File: src/rtl/alu_cmd_queue.sv
// Command FIFO and issue stage for the combinational alu block.
// Queues (command, a, b), issues one op per EXEC cycle and holds the captured result for downstream.
module alu_cmd_queue #(
  parameter int unsigned SIZE  = 4,
  parameter int unsigned DEPTH = 4
) (
  input  logic                         clk,
  input  logic                         rst_n,
  input  logic                         in_valid,
  output logic                         in_ready,
  input  logic [3:0]                   in_command,
  input  logic [SIZE-1:0]              in_a,
  input  logic [SIZE-1:0]              in_b,
  output logic                         alu_enable,
  output logic [3:0]                   alu_command,
  output logic [SIZE-1:0]              alu_a,
  output logic [SIZE-1:0]              alu_b,
  input  logic                         alu_overflow,
  input  logic [2*SIZE-1:0]            alu_result,
  output logic                         out_valid,
  input  logic                         out_ready,
  output logic [3:0]                   out_command,
  output logic [2*SIZE-1:0]            out_result,
  output logic                         out_overflow,
  output logic [$clog2(DEPTH+1)-1:0]   count
);

  localparam int unsigned CW = $clog2(DEPTH + 1);
  localparam int unsigned PW = $clog2(DEPTH);

  typedef struct packed {
    logic [3:0]      cmd;
    logic [SIZE-1:0] a;
    logic [SIZE-1:0] b;
  } entry_t;

  typedef enum logic [1:0] {
    IDLE = 2'd0,
    EXEC = 2'd1,
    DONE = 2'd2
  } state_t;

  state_t        state;
  entry_t        mem [DEPTH];
  logic [PW-1:0] wr_ptr;
  logic [PW-1:0] rd_ptr;
  logic          push;
  logic          pop;
  logic [CW-1:0] count_nxt;
  entry_t        in_entry;
  entry_t        head;
  entry_t        issue;

  assign in_ready  = (count != CW'(DEPTH));
  assign push      = in_valid && in_ready;
  assign pop       = (state == EXEC);
  assign count_nxt = count + CW'(push) - CW'(pop);
  assign in_entry  = '{cmd: in_command, a: in_a, b: in_b};
  assign head      = mem[rd_ptr];
  // An op pushed into an empty queue in the same edge is issued directly from the inputs.
  assign issue     = (count == '0) ? in_entry : head;

  // Storage array; contents are qualified by count so it needs no reset.
  always_ff @(posedge clk) begin
    if (push) begin
      mem[wr_ptr] <= in_entry;
    end
  end

  // Pointers, occupancy, issue FSM and registered ALU/output drive.
  always_ff @(posedge clk or negedge rst_n) begin
    if (!rst_n) begin
      state        <= IDLE;
      wr_ptr       <= '0;
      rd_ptr       <= '0;
      count        <= '0;
      alu_enable   <= 1'b0;
      alu_command  <= '0;
      alu_a        <= '0;
      alu_b        <= '0;
      out_valid    <= 1'b0;
      out_command  <= '0;
      out_result   <= '0;
      out_overflow <= 1'b0;
    end else begin
      if (push) begin
        wr_ptr <= wr_ptr + PW'(1);
      end
      if (pop) begin
        rd_ptr <= rd_ptr + PW'(1);
      end
      count <= count_nxt;

      case (state)
        IDLE: begin
          if (count != '0) begin
            state       <= EXEC;
            alu_enable  <= 1'b1;
            alu_command <= head.cmd;
            alu_a       <= head.a;
            alu_b       <= head.b;
          end
        end
        EXEC: begin
          state        <= DONE;
          alu_enable   <= 1'b0;
          alu_command  <= '0;
          alu_a        <= '0;
          alu_b        <= '0;
          out_valid    <= 1'b1;
          out_command  <= alu_command;
          out_result   <= alu_result;
          out_overflow <= alu_overflow;
        end
        DONE: begin
          if (out_ready) begin
            out_valid <= 1'b0;
            if (count_nxt != '0) begin
              state       <= EXEC;
              alu_enable  <= 1'b1;
              alu_command <= issue.cmd;
              alu_a       <= issue.a;
              alu_b       <= issue.b;
            end else begin
              state <= IDLE;
            end
          end
        end
        default: begin
          state      <= IDLE;
          alu_enable <= 1'b0;
          out_valid  <= 1'b0;
        end
      endcase
    end
  end

endmodule

File: config.mk
export PLATFORM = sky130hd
export DESIGN_NAME = alu_cmd_queue
export DESIGN_NICKNAME = d
export VERILOG_FILES = /design/src/rtl/alu_cmd_queue.sv
export SDC_FILE = /design/constraint.sdc
export NUM_CORES = 1
export LEC_CHECK = 0
export BUFFER_PORTS_ARGS = -buffer_cell sky130_fd_sc_hd__buf_2
export CAP_MARGIN = 15
export CELL_PAD_IN_SITES_DETAIL_PLACEMENT = 0
export CELL_PAD_IN_SITES_GLOBAL_PLACEMENT = 2
export CORE_ASPECT_RATIO = 0.8
export CORE_MARGIN = 4
export CORE_UTILIZATION = 40
export CTS_CLUSTER_DIAMETER = 30
export DETAILED_ROUTE_END_ITERATION = 16
export PLACE_DENSITY_LB_ADDON = 0.1
export SLEW_MARGIN = 0
export SYNTH_ARGS = -nofsm -noshare
export SYNTH_HDL_FRONTEND = slang
export SYNTH_SLANG_ARGS = --single-unit
File: constraint.sdc
create_clock -name clk -period 8.3 [get_ports clk]
set_clock_uncertainty 0.1 [all_clocks]
set_input_delay 0.415 -clock clk [delete_from_list [all_inputs] [get_ports clk]]
set_output_delay 0.415 -clock clk [all_outputs]
set_load 0.02 [all_outputs]
; Word-level counts from Yosys, hierarchy flattened
; Memories as Yosys holds them, arrays and structs flattened.
; Cells that the tools add are included.
[op_classes]
n_addsub = 4
n_eq_ne = 6
n_mux = 25
bitwise_logic = 1
reduce_logical = 10
[op_table]
columns = op, count
row1 = two-way mux 4 bit, 9
row2 = case mux 4 bit (3 select lines), 3
row3 = two-way mux 12 bit, 1
row4 = nonzero test 3 bit, 3
row5 = two-way mux 1 bit, 7
row6 = "!= test 2 bit, second input constant", 3
row7 = case mux 2 bit (3 select lines), 1
row8 = "adder 2 x 1 -> 2 bit, second input constant", 2
row9 = two-way mux 2 bit, 2
row10 = AND reduction 2 bit, 2
row11 = AND reduction 4 bit, 1
row12 = adder 3 x 1 -> 3 bit, 1
row13 = logical NOT 3 bit, 1
row14 = "!= test 3 bit, second input constant", 1
row15 = case mux 1 bit (3 select lines), 1
row16 = AND reduction 3 bit, 1
row17 = subtractor 3 x 1 -> 3 bit, 1
row18 = "equality test 2 x 1 -> 1 bit, second input constant", 1
row19 = "equality test 2 bit, second input constant", 1
row20 = logical NOT 2 bit, 1
row21 = case mux 1 bit (2 select lines), 1
row22 = logical AND 1 bit, 1
row23 = NOT 1 bit, 1
[totals]
regBits = 36
ramBits = 48
out_inout_bits = 31
word_cells = 59
mem_count = 1
[mem_list]
columns = memory, words, word_bits, read_ports, rd_ports_with_merged_regs, write_ports, line
row1 = mem, 4, 12, 1, 0, 1, 44  ; entry_t mem [DEPTH];

; Depth between registers and ports, before layout
; Gate-level depths: netlist (run 1).
[logic_depth]
depth_word = 8
mapped_depth = 11

; Least setup slack after synthesis (run 1)
; Ideal clock, no wire load.
[synth_path]
path_type = register to register
from = register count[2]
to = register alu_a[0]
setup_ns = 0.101
arrival_time_ns = 3.153
slack_ns = 4.946
path_stages_with_launch = 12
period_less_slack_ns = 3.354
path_cell_list = dfrtp_1 or3b_1 and2_1 inv_1 ha_1 inv_1 ha_1 fa_1 or3b_2 o2111a_1 buf_2 o32ai_1
[synth_via]
elab_chain_cells = 7
elab_cells_between_ends = 14
cone_classes = add/sub (2) / eq/ne (3) / mux (4) / reduce/logical (5)
[synth_lines]
columns = item, line
row1 = start: declaration, 25  ; output logic [$clog2(DEPTH+1)-1:0] count
row2 = start signal: assignment, 92  ; count <= count_nxt;
row3 = != test 3 bit, 54  ; assign in_ready = (count != CW'(DEPTH));
row4 = net in_ready, 10  ; output logic in_ready,
row5 = logical AND 1 bit, 55  ; assign push = in_valid && in_ready;
row6 = adder 3 x 1 -> 3 bit, 57  ; assign count_nxt = count + CW'(push) - CW'(pop);
row7 = subtractor 3 x 1 -> 3 bit, 57
row8 = net count_nxt[1], 49  ; logic [CW-1:0] count_nxt;
row9 = nonzero test 3 bit, 118  ; if (count_nxt != '0) begin
row10 = != test 2 bit (no source line), -
row11 = AND reduction 4 bit (no source line), -
row12 = end signal: assignment, 100  ; alu_a <= head.a;
row13 = end signal: assignment, 122  ; alu_a <= issue.a;
row14 = end: declaration, 16  ; output logic [SIZE-1:0] alu_a,
; The timed path passes the listed nets, and every way through them passes these cells. The select of a mux whose other input is x is not followed.
; A chain may end at the register's enable or synchronous reset.

; Worst setup path after layout (run 1)
[layout_path]
from = register state[1]
to = register alu_b[0]
[layout_via]
elab_chain_cells = 5
elab_cells_between_ends = 11
cone_classes = add/sub (1) / eq/ne (5) / mux (1) / reduce/logical (4)
[layout_lines]
columns = item, line
row1 = start: declaration, 43  ; state_t state;
row2 = start signal: assignment, 73  ; state <= IDLE;
row3 = start signal: assignment, 97  ; state <= EXEC;
row4 = start signal: assignment, 105  ; state <= DONE;
row5 = equality test 2 x 1 -> 1 bit, 56  ; assign pop = (state == EXEC);
row6 = net pop, 48  ; logic pop;
row7 = subtractor 3 x 1 -> 3 bit, 57
row8 = net count_nxt[1], 49
row9 = nonzero test 3 bit, 118
row10 = != test 2 bit (no source line), -
row11 = AND reduction 4 bit (no source line), -
row12 = end signal: assignment, 101  ; alu_b <= head.b;
row13 = end signal: assignment, 123  ; alu_b <= issue.b;
row14 = end: declaration, 17  ; output logic [SIZE-1:0] alu_b,
; The timed path passes the listed nets, and every way through them passes these cells.

==> flow_summary.json, run 1 <==
{
  "worstMarginPinSlew_ps": 915,
  "power.switching_mw": 0.623,
  "synth_top_family_by_area": "multiplexers",
  "crit_type": "reg2reg",
  "remaining_drc_errors": 0,
  "rows": 30,
  "p_per_area_nw_per_um2": 399,
  "worstHoldPathType": "in2async",
  "synth.most_common_cell": "edfxtp_1",
  "antenna_found_initial": 0,
  "clock.fmax_mhz": 275,
  "worst_skew_pair.late_latency_ps": 340,
  "ys_warn_count": 0,
  "max_slew_margin": 0.390,
  "cp_common_cell": "ha_1",
  "cts_buffer_depth": 2,
  "maxCapViolCount": 0,
  "p_sw_frac": 0.383,
  "path_cells": "inv_1 -> ha_1 -> ha_1 -> inv_1 -> ha_1 -> fa_1 -> or3b_2 -> o211ai_2 -> o32ai_1",
  "core_sq_um": 8480,
  "ant_nets": 0,
  "wirelength_mm": 7.08,
  "synthSimpleGateAreaFrac": 0.0311,
  "drive_gt1_frac": 0.381,
  "wl_per_cell_um": 18.5,
  "start_util": 0.412,
  "synth_cell_types": 32,
  "cp.required_ps": 8400,
  "cts_setup_buffers": 0,
  "syn_area_per_cell_sq_um": 17.0,
  "p_clk_frac": 0.166,
  "h-tree-depth": 3,
  "crit_path_top_delay_cell": "ha_1",
  "synth_flop_cell": "edfxtp_1",
  "cts_tree": "done",
  "postSynthCellCount": 206,
  "diodes": 0,
  "yosys.area_share.xor_xnor": 0.0140,
  "area_delta_synth_final_pct": 16.8,
  "grt_overflow_total": 0,
  "dp_hpwl_mm": 4.68,
  "synthMuxAreaShare": 0.160,
  "stdcell_count": 382,
  "vias": 1917,
  "synth_fa_ha_area_frac": 0.0415,
  "root_buffer": "clkbuf_8",
  "status": "complete, no violations",
  "final_nets": 301,
  "hold_buffers": 0,
  "grt_max_degree": 37,
  "worstReg2RegEnd": "alu_b[0]",
  "irDropWorstVdd_uv": 189,
  "synth-seq-cells": 84,
  "grt_pass1_vias": 1994,
  "period_share": 0.438,
  "yosys.area.top_type": "edfxtp_1",
  "cts_buffers": 9,
  "rr_worst_depth": 9,
  "n_fill_cell": 761,
  "endpoint_kind": "flip-flop",
  "die_w_um": 113,
  "start_kind": "flip-flop",
  "chipHeight_um": 91.6,
  "postSynth.asyncResetShare": 0.429,
  "seqPwrFrac": 0.423,
  "drt_iter0_markers": 97,
  "dp.cells": 366,
  "cp_max_fo": 18,
  "grt_pass1_wl_mm": 11.3,
  "finalHoldViolations": 0,
  "grtUsageTotal": 0.145,
  "r2r_start": "state[1]",
  "clkSinkCount": 84,
  "cp_slowest_stage_delay_ps": 670,
  "combPwrFrac": 0.412,
  "p_int_mw": 1.00,
  "reg2reg_slack_ps": 4670,
  "rsz0062_at_grt": "false",
  "via_per_inst": 5.02,
  "yosys.area.top_type_share": 0.412,
  "period_minus_slack_ps": 3630,
  "regArea_sq_um": 2340,
  "synth_edf_count": 48,
  "maxSlewViolCount": 0,
  "yosys-top-cells-count": "edfxtp_1, dfrtp_1, inv_1",
  "seq_area_frac_synth": 0.670,
  "clkTransAtPathRegs_ps": 90,
  "synth_nets": 242,
  "arrival_ps": 3730,
  "final-setup-viol-count": 0,
  "synth.area.top_cells": "edfxtp_1, dfrtp_1, mux4_2",
  "gp_congestion": 0.740,
  "syn_area_sq_um": 3500,
  "drtPass1Iterations": 4,
  "ios": 56,
  "die_area_sq_um": 10300,
  "finalSetupTns_ps": 0,
  "leakagePower_nw": 1.65,
  "synth_compound_area_frac": 0.0472,
  "multi_input_area_sq_um": 1040,
  "cts-resized-gates": 0,
  "io_buffer_count": 55
}
## power groups by stage
stage	registers, mW	clock network (mW)	logic (mW)
2_1_floorplan	0.731	0	0.426
3_3_place_gp	0.699	0	0.675
3_5_place_dp	0.701	0	0.677
4_1_cts	0.693	0.280	0.680
5_1_grt	0.708	0.304	0.734
6_report	0.688	0.269	0.670
## worst max-delay path, delay by kind of cell (launching register included)
kind | cells | cell delay [ps]
buffers and inverters | 2 | 140
flip-flops | 1 | 410
adder cells (fa/ha/maj) | 4 | 1620
AND/OR/NAND/NOR | 1 | 480
AO/OA/AOI/OAI | 2 | 720
## per-stage QoR
stage	hold slack, ps	power [mW]	setup slack [ps]	utilization	cell area, sq um
floorplan	19.4	1.16	4950	-	3500
CTS	68.4	1.65	4630	0.481	4080
detailed placement	391	1.38	4630	0.459	3890
finish	60.7	1.63	4670	0.481	4080
global placement	386	1.37	4670	0.459	3890
global route	106	1.75	4360	0.481	4080
## worst max-delay path by stage
stage,start,endpoint,slack (ps),depth (start not counted)
2_1_floorplan,count[2],alu_a[0],4950,11
3_3_place_gp,state[1],alu_b[0],4670,9
3_5_place_dp,state[1],alu_command[1],4630,9
4_1_cts,state[1],alu_a[3],4630,9
5_1_grt,state[1],alu_a[3],4360,9
6_report,state[1],alu_b[0],4670,9
## logic make-up (layout without fill, tap and decap cells)
group / Yosys count / in the layout
DFF: 84 / 84
muxes: 39 / 39
buffers and inverters: 32 / 96
AOI/OAI and AO/OA: 20 / 20
and+or+nand+nor: 16 / 16
adders and majority gates: 11 / 11
xor gates and xnor gates: 4 / 4
## flip-flops by register name, indices dropped and copies added, names as in the netlist
signal        cells
mem              48
out_result        8
alu_a             4
alu_b             4
alu_command       4
out_command       4
count             3
rd_ptr            2
state             2
wr_ptr            2
alu_enable        1
out_overflow      1
out_valid         1
## area by class of cell
type / count / share of cell area
sequential: 84 / 0.574
clock buffer: 10 / 0.0337
clock inverter: 6 / 0.0120
tap: 112 / 0.0343
multi-input combinational: 90 / 0.254
inverter: 23 / 0.0212
timing repair buffer: 57 / 0.0711
## metal layers
metal / share of wire / GRT usage / up-vias
met5: 0 / 0 / -
met2: 0.44 / 0.198 / 44
met3: 0.044 / 0.0409 / 2
li1: - / - / 896
met4: 0.0041 / 0.0390 / 0
met1: 0.51 / 0.224 / 975
## layout by cell type, fill, tap and decap left out, drive strengths merged
| master | count |
|---|---|
| buf | 57 |
| edfxtp | 48 |
| dfrtp | 36 |
| inv | 24 |
| mux2 | 15 |
| mux4 | 12 |
| mux2i | 12 |
| o32ai | 12 |
| ha | 10 |
| clkbuf | 10 |
| and3 | 4 |
| clkinv | 3 |
| and2 | 2 |
| nor2 | 2 |
| a21oi | 2 |
| xnor2 | 2 |
| o21ai | 2 |
| clkinvlp | 2 |
| or3b | 2 |
| xnor3 | 1 |
| or4b | 1 |
| nand2b | 1 |
| o31ai | 1 |
| nor2b | 1 |
| a221oi | 1 |
| xor2 | 1 |
| o211ai | 1 |
| nor4b | 1 |
| o2111a | 1 |
| nand3 | 1 |
| nand2 | 1 |
| fa | 1 |
Note: power is estimated with default switching activity, not from simulation.
==> run 2, diff against run 1 <==
- ABC_AREA: default -> 1
- CORE_UTILIZATION: 40 -> 36
- clock period: 8.3 -> 3.46 ns (I/O delays scaled with it)
==> run 2 against run 1 <==
Clock power grew to 3.5 times the previous value. Register-to-register slack worse by 4100 ps. Sequential share of layout area is 7.8 points lower. Area after synthesis is 8.7% higher. Synthesized cell count is 84% higher. Critical endpoint is now alu_a[3]. Largest cell class unchanged.
==> flow_summary.json, run 2 <==
{
  "dpl_cell_area_sq_um": 4210,
  "worstMarginPinSlew_ps": 850,
  "synth_flop_cell": "edfxtp_1",
  "die_area_sq_um": 12300,
  "final_util": 0.459,
  "reg2reg_slack_ps": 550,
  "cts_buffers": 9,
  "die_w_um": 123,
  "postSynth.asyncResetShare": 0.429,
  "yosys-top-cells-count": "nand2_1, edfxtp_1, nand3_1",
  "synth_edf_count": 48,
  "yosys.area.top_type": "edfxtp_1",
  "top_register": "mem",
  "root_buffer": "clkbuf_16",
  "rsz0062_at_grt": "false",
  "wirelength_mm": 8.97,
  "final_area_sq_um": 4720,
  "remaining_drc_errors": 0,
  "grt_overflow_total": 0,
  "grt_pass1_wl_mm": 14.5,
  "ant_nets": 0,
  "ys_warn_count": 0,
  "final_common_cell": "nand2_1",
  "arrival_ps": 3090,
  "drtPass1Iterations": 6,
  "antenna_found_initial": 0,
  "drive_gt1_frac": 0.216,
  "path_cells": "nor2_4 -> nand2_1 -> nand2_1 -> ha_1 -> inv_1 -> ha_1 -> fa_1 -> nor2_1 -> nand4_4 -> nand2_4 -> nand2_1 -> nand2_1",
  "worst_skew_pair.late_latency_ps": 340,
  "irDropWorstVdd_uv": 581,
  "synth.most_common_cell": "nand2_1",
  "synth.area.top_cells": "edfxtp_1, dfrtp_1, nand2_1",
  "leakagePower_nw": 2.22,
  "maxCapViolCount": 0,
  "chipHeight_um": 99.9,
  "drt_iter0_markers": 179,
  "synth_cell_types": 26,
  "status": "complete, no violations",
  "period_share": 0.840,
  "io_buffer_count": 55,
  "largest_register_ffs": 48,
  "finalHoldViolations": 0,
  "rows": 33,
  "cp_slowest_stage_delay_ps": 440,
  "maxSlewViolCount": 0,
  "gp_congestion": 0.726,
  "clkTransAtPathRegs_ps": 60,
  "h-tree-depth": 3,
  "clock.fmax_mhz": 344,
  "p_per_area_nw_per_um2": 983,
  "worstHoldPathType": "in2reg",
  "mostFrequentLayoutCells": "nand2_1, buf_2, edfxtp_1",
  "start_util": 0.370,
  "dp_hpwl_mm": 5.91,
  "cts_tree": "done",
  "p_total_mw": 4.64,
  "max_slew_margin": 0.434,
  "crit_path_top_delay_cell": "dfrtp_1",
  "vias": 2745,
  "cp.required_ps": 3640,
  "finalSetupTns_ps": 0,
  "cts-resized-gates": 0,
  "cp_common_cell": "nand2_1",
  "hold_buffers": 22,
  "synth-seq-cells": 84,
  "final-setup-viol-count": 0,
  "grt_max_degree": 37,
  "final_nets": 494,
  "start_kind": "flip-flop",
  "cp_max_fo": 15,
  "area_delta_synth_final_pct": 24.3,
  "core_sq_um": 10300,
  "postSynthCellCount": 380,
  "ios": 56,
  "cts_buffer_depth": 2,
  "yosys.area.top_type_share": 0.379,
  "grt_pass1_vias": 2638,
  "via_per_inst": 4.55,
  "wl_per_cell_um": 14.9,
  "synth_nets": 416,
  "endpoint_kind": "flip-flop",
  "crit_type": "reg2reg",
  "seq_area_frac_synth": 0.616,
  "syn_area_per_cell_sq_um": 10.0,
  "reg_top3": "mem (48), out_result (8)",
  "clkSinkCount": 84,
  "diodes": 0,
  "syn_area_sq_um": 3800,
  "grtUsageTotal": 0.157,
  "cts_setup_buffers": 0,
  "period_minus_slack_ps": 2910
}
run 2: path summary, 6_finish.rpt:
path,startpoint,to,cells after the start
setup / recovery,count[1],alu_a[3],12
hold reg to reg,out_result[5],out_result[5],2
setup reg to reg,count[1],alu_a[3],12
hold / removal,out_ready,out_valid,3
max in group asynchronous,rst_n,wr_ptr[0],2
min in group asynchronous,rst_n,out_result[2],2
run 2: worst max-delay path, delay by kind of cell (launching register included):
family,cells,cell delay (ps)
adders and majority gates,3,870
buffers and inverters,1,60
DFF,1,440
and+or+nand+nor,8,1370
run 2: logic make-up (layout without fill, tap and decap cells):
logic type,Yosys count,after routing,synth area share
compound gates,17,17,0.0257
xor+xnor,3,3,0.00691
fa+ha+maj,11,11,0.0382
buf+inv,49,132,0.0569
flops,84,84,0.616
simple gates,216,216,0.256
run 2: per-stage QoR:
stage | worst slack [ps] | hold slack, ps | std cells
after floorplan | 647 | -223 | 380
after global placement | 722 | 228 | 565
after detailed placement | 585 | 235 | 565
after CTS | 545 | 54.8 | 603
after global routing | 344 | 72.5 | 603
final | 552 | 67.0 | 603
run 2: area by class of cell:
| cell class | instances | area (sq um) |
|---|---|---|
| multi-input combinational | 247 | 1240 |
| clock buffer | 9 | 225 |
| tap | 140 | 175 |
| clock inverter | 7 | 66.3 |
| inverter | 31 | 116 |
| sequential | 84 | 2340 |
| fill | 983 | 5560 |
| timing repair buffer | 85 | 556 |
run 2: report_power, final:
| part | internal (mW) | switching, mW | leakage [nW] |
|---|---|---|---|
| clock | 0.555 | 0.383 | 0.137 |
| combinational | 0.664 | 1.48 | 1.20 |
| sequential | 1.40 | 0.162 | 0.883 |
run 2: metal layers:
metal / vias up / GRT usage / part of all wire
li1: 1401 / - / -
met1: 1278 / 0.226 / 0.49
met2: 57 / 0.233 / 0.44
met3: 9 / 0.0406 / 0.056
met4: 0 / 0.0491 / 0.013
met5: - / 0 / 0
==> run 3, diff against run 2 <==
- clock period: 3.46 -> 2.9 ns (I/O delays scaled with it)
==> run 3 against run 2 <==
Global-route usage rose by 0.46 points. First-iteration DRC count fell by 25%. Clock power is 16% higher. Setup slack got worse by 310 ps. Critical path depth shrank 1. Cell count is 0.66% higher. Routed wire length grew 1.6%. Die area did not move. Utilization up 0.34 points. Non-clock buffer count rose by 4. Sequential share of layout area decreased by 0.37 points. Clock-buffer cell count is 2 higher. Largest power group unchanged.
==> flow_summary.json, run 3 (synthesized netlist as in run 2, its figures left out) <==
{
  "status": "complete, no violations",
  "cp.required_ps": 3070,
  "cp_max_fo": 15,
  "via_per_inst": 4.60,
  "worstReg2RegEnd": "alu_b[3]",
  "worst_skew_pair.late_latency_ps": 330,
  "cts_setup_buffers": 0,
  "r2r_start": "state[1]",
  "diodes": 0,
  "maxSlewViolCount": 0,
  "start_kind": "flip-flop",
  "worstMarginPinSlew_ps": 806,
  "grt_pass1_wl_mm": 14.9,
  "reg2reg_slack_ps": 240,
  "maxCapViolCount": 0,
  "h-tree-depth": 3,
  "largest_register_ffs": 48,
  "chipHeight_um": 99.9,
  "grt_overflow_total": 0,
  "grt_max_degree": 37,
  "drt_iter0_markers": 134,
  "mostFrequentLayoutCells": "nand2_1, buf_2, edfxtp_1",
  "drive_gt1_frac": 0.227,
  "cts_buffer_depth": 2,
  "vias": 2795,
  "final_nets": 498,
  "leakagePower_nw": 2.24,
  "final-setup-viol-count": 0,
  "rsz0062_at_grt": "false",
  "arrival_ps": 2830,
  "start_util": 0.370,
  "wl_per_cell_um": 15.0,
  "final_util": 0.463,
  "io_buffer_count": 55,
  "die_area_sq_um": 12300,
  "critPathCapture": "alu_b[3]",
  "die_w_um": 123,
  "p_per_area_nw_per_um2": 1180,
  "drtPass1Iterations": 4,
  "crit_type": "reg2reg",
  "grt_pass1_vias": 2791,
  "cts_tree": "done",
  "clock.fmax_mhz": 376,
  "area_delta_synth_final_pct": 25.2,
  "clkSinkCount": 84,
  "period_share": 0.917,
  "finalSetupTns_ps": 0,
  "core_sq_um": 10300,
  "rows": 33,
  "clkTransAtPathRegs_ps": 60,
  "final_common_cell": "nand2_1",
  "irDropWorstVdd_uv": 523,
  "finalHoldViolations": 0,
  "n_fill_cell": 1016,
  "gp_congestion": 0.748,
  "worstHoldPathType": "in2reg",
  "startpoint": "state[1]",
  "ios": 56,
  "grtUsageTotal": 0.161,
  "top_register": "mem",
  "reg_top3": "mem (48), out_result (8)",
  "cts_buffers": 9,
  "endpoint_kind": "flip-flop",
  "root_buffer": "clkbuf_16",
  "wirelength_mm": 9.11,
  "ant_nets": 0,
  "dp_hpwl_mm": 5.99,
  "period_minus_slack_ps": 2660,
  "antenna_found_initial": 0,
  "remaining_drc_errors": 0,
  "max_slew_margin": 0.462,
  "rr_worst_depth": 11
}
## run 3: how the worst min path moves through the flow
stage	startpoint	slack, ps	end	cells past startpoint
after CTS	out_ready	40	out_valid	3
after global placement	rst_n	190	out_result[2]	1
after detailed placement	rst_n	200	out_result[2]	1
after global routing	out_ready	70	out_valid	3
after floorplan	rst_n	-250	alu_a[0]	0
final	out_ready	50	out_valid	3
## run 3: layer usage
metal,vias up,GRT usage,wire (um)
met3,5,0.0411,304
met4,0,0.0413,63
li1,1410,-,-
met5,-,0,0
met2,40,0.250,4250
met1,1340,0.227,4500
## run 3: final cells by class
cell class                      instances  area (sq um)  area share
Clock buffer                           11           253      0.0531
Multi-Input combinational cell        247          1250       0.263
Inverter                               31           116      0.0245
Sequential cell                        84          2340       0.492
Tap cell                              140           175      0.0368
Timing Repair Buffer                   89           586       0.123
Clock inverter                          5          35.0     0.00736
## run 3: critical path, stage by stage (launching register included)
cell and delay [ps]:
dfrtp_1 390, inv_1 70, ha_1 200, ha_1 270, inv_1 40, ha_1 180, fa_1 460, nor2_1 230
nand4_4 290, nand2_8 220, nand2_1 60, nand2_1 70
## run 3: through the flow
step / area [sq um] / std cells / total power [mW] / setup slack [ps] / hold slack (ps)
finish: 4760 / 607 / 5.60 / 242 / 52.9
global route: 4760 / 607 / 6.08 / 14.6 / 66.3
CTS: 4750 / 607 / 5.66 / 197 / 41.4
detailed placement: 4240 / 569 / 4.53 / 190 / 199
global placement: 4240 / 569 / 4.49 / 301 / 190
floorplan: 3800 / 380 / 3.72 / 87.0 / -251
## run 3: timing repair
item	CTS	global route
setup endpoints to repair	0	5
hold endpoints to repair	93	0
gates resized for setup	0	1
hold buffers	22	0
## run 3: report_power, final
part           internal (mW)  switching [mW]
Sequential              1.67           0.199
Combinational          0.832            1.80
Clock                  0.628           0.464
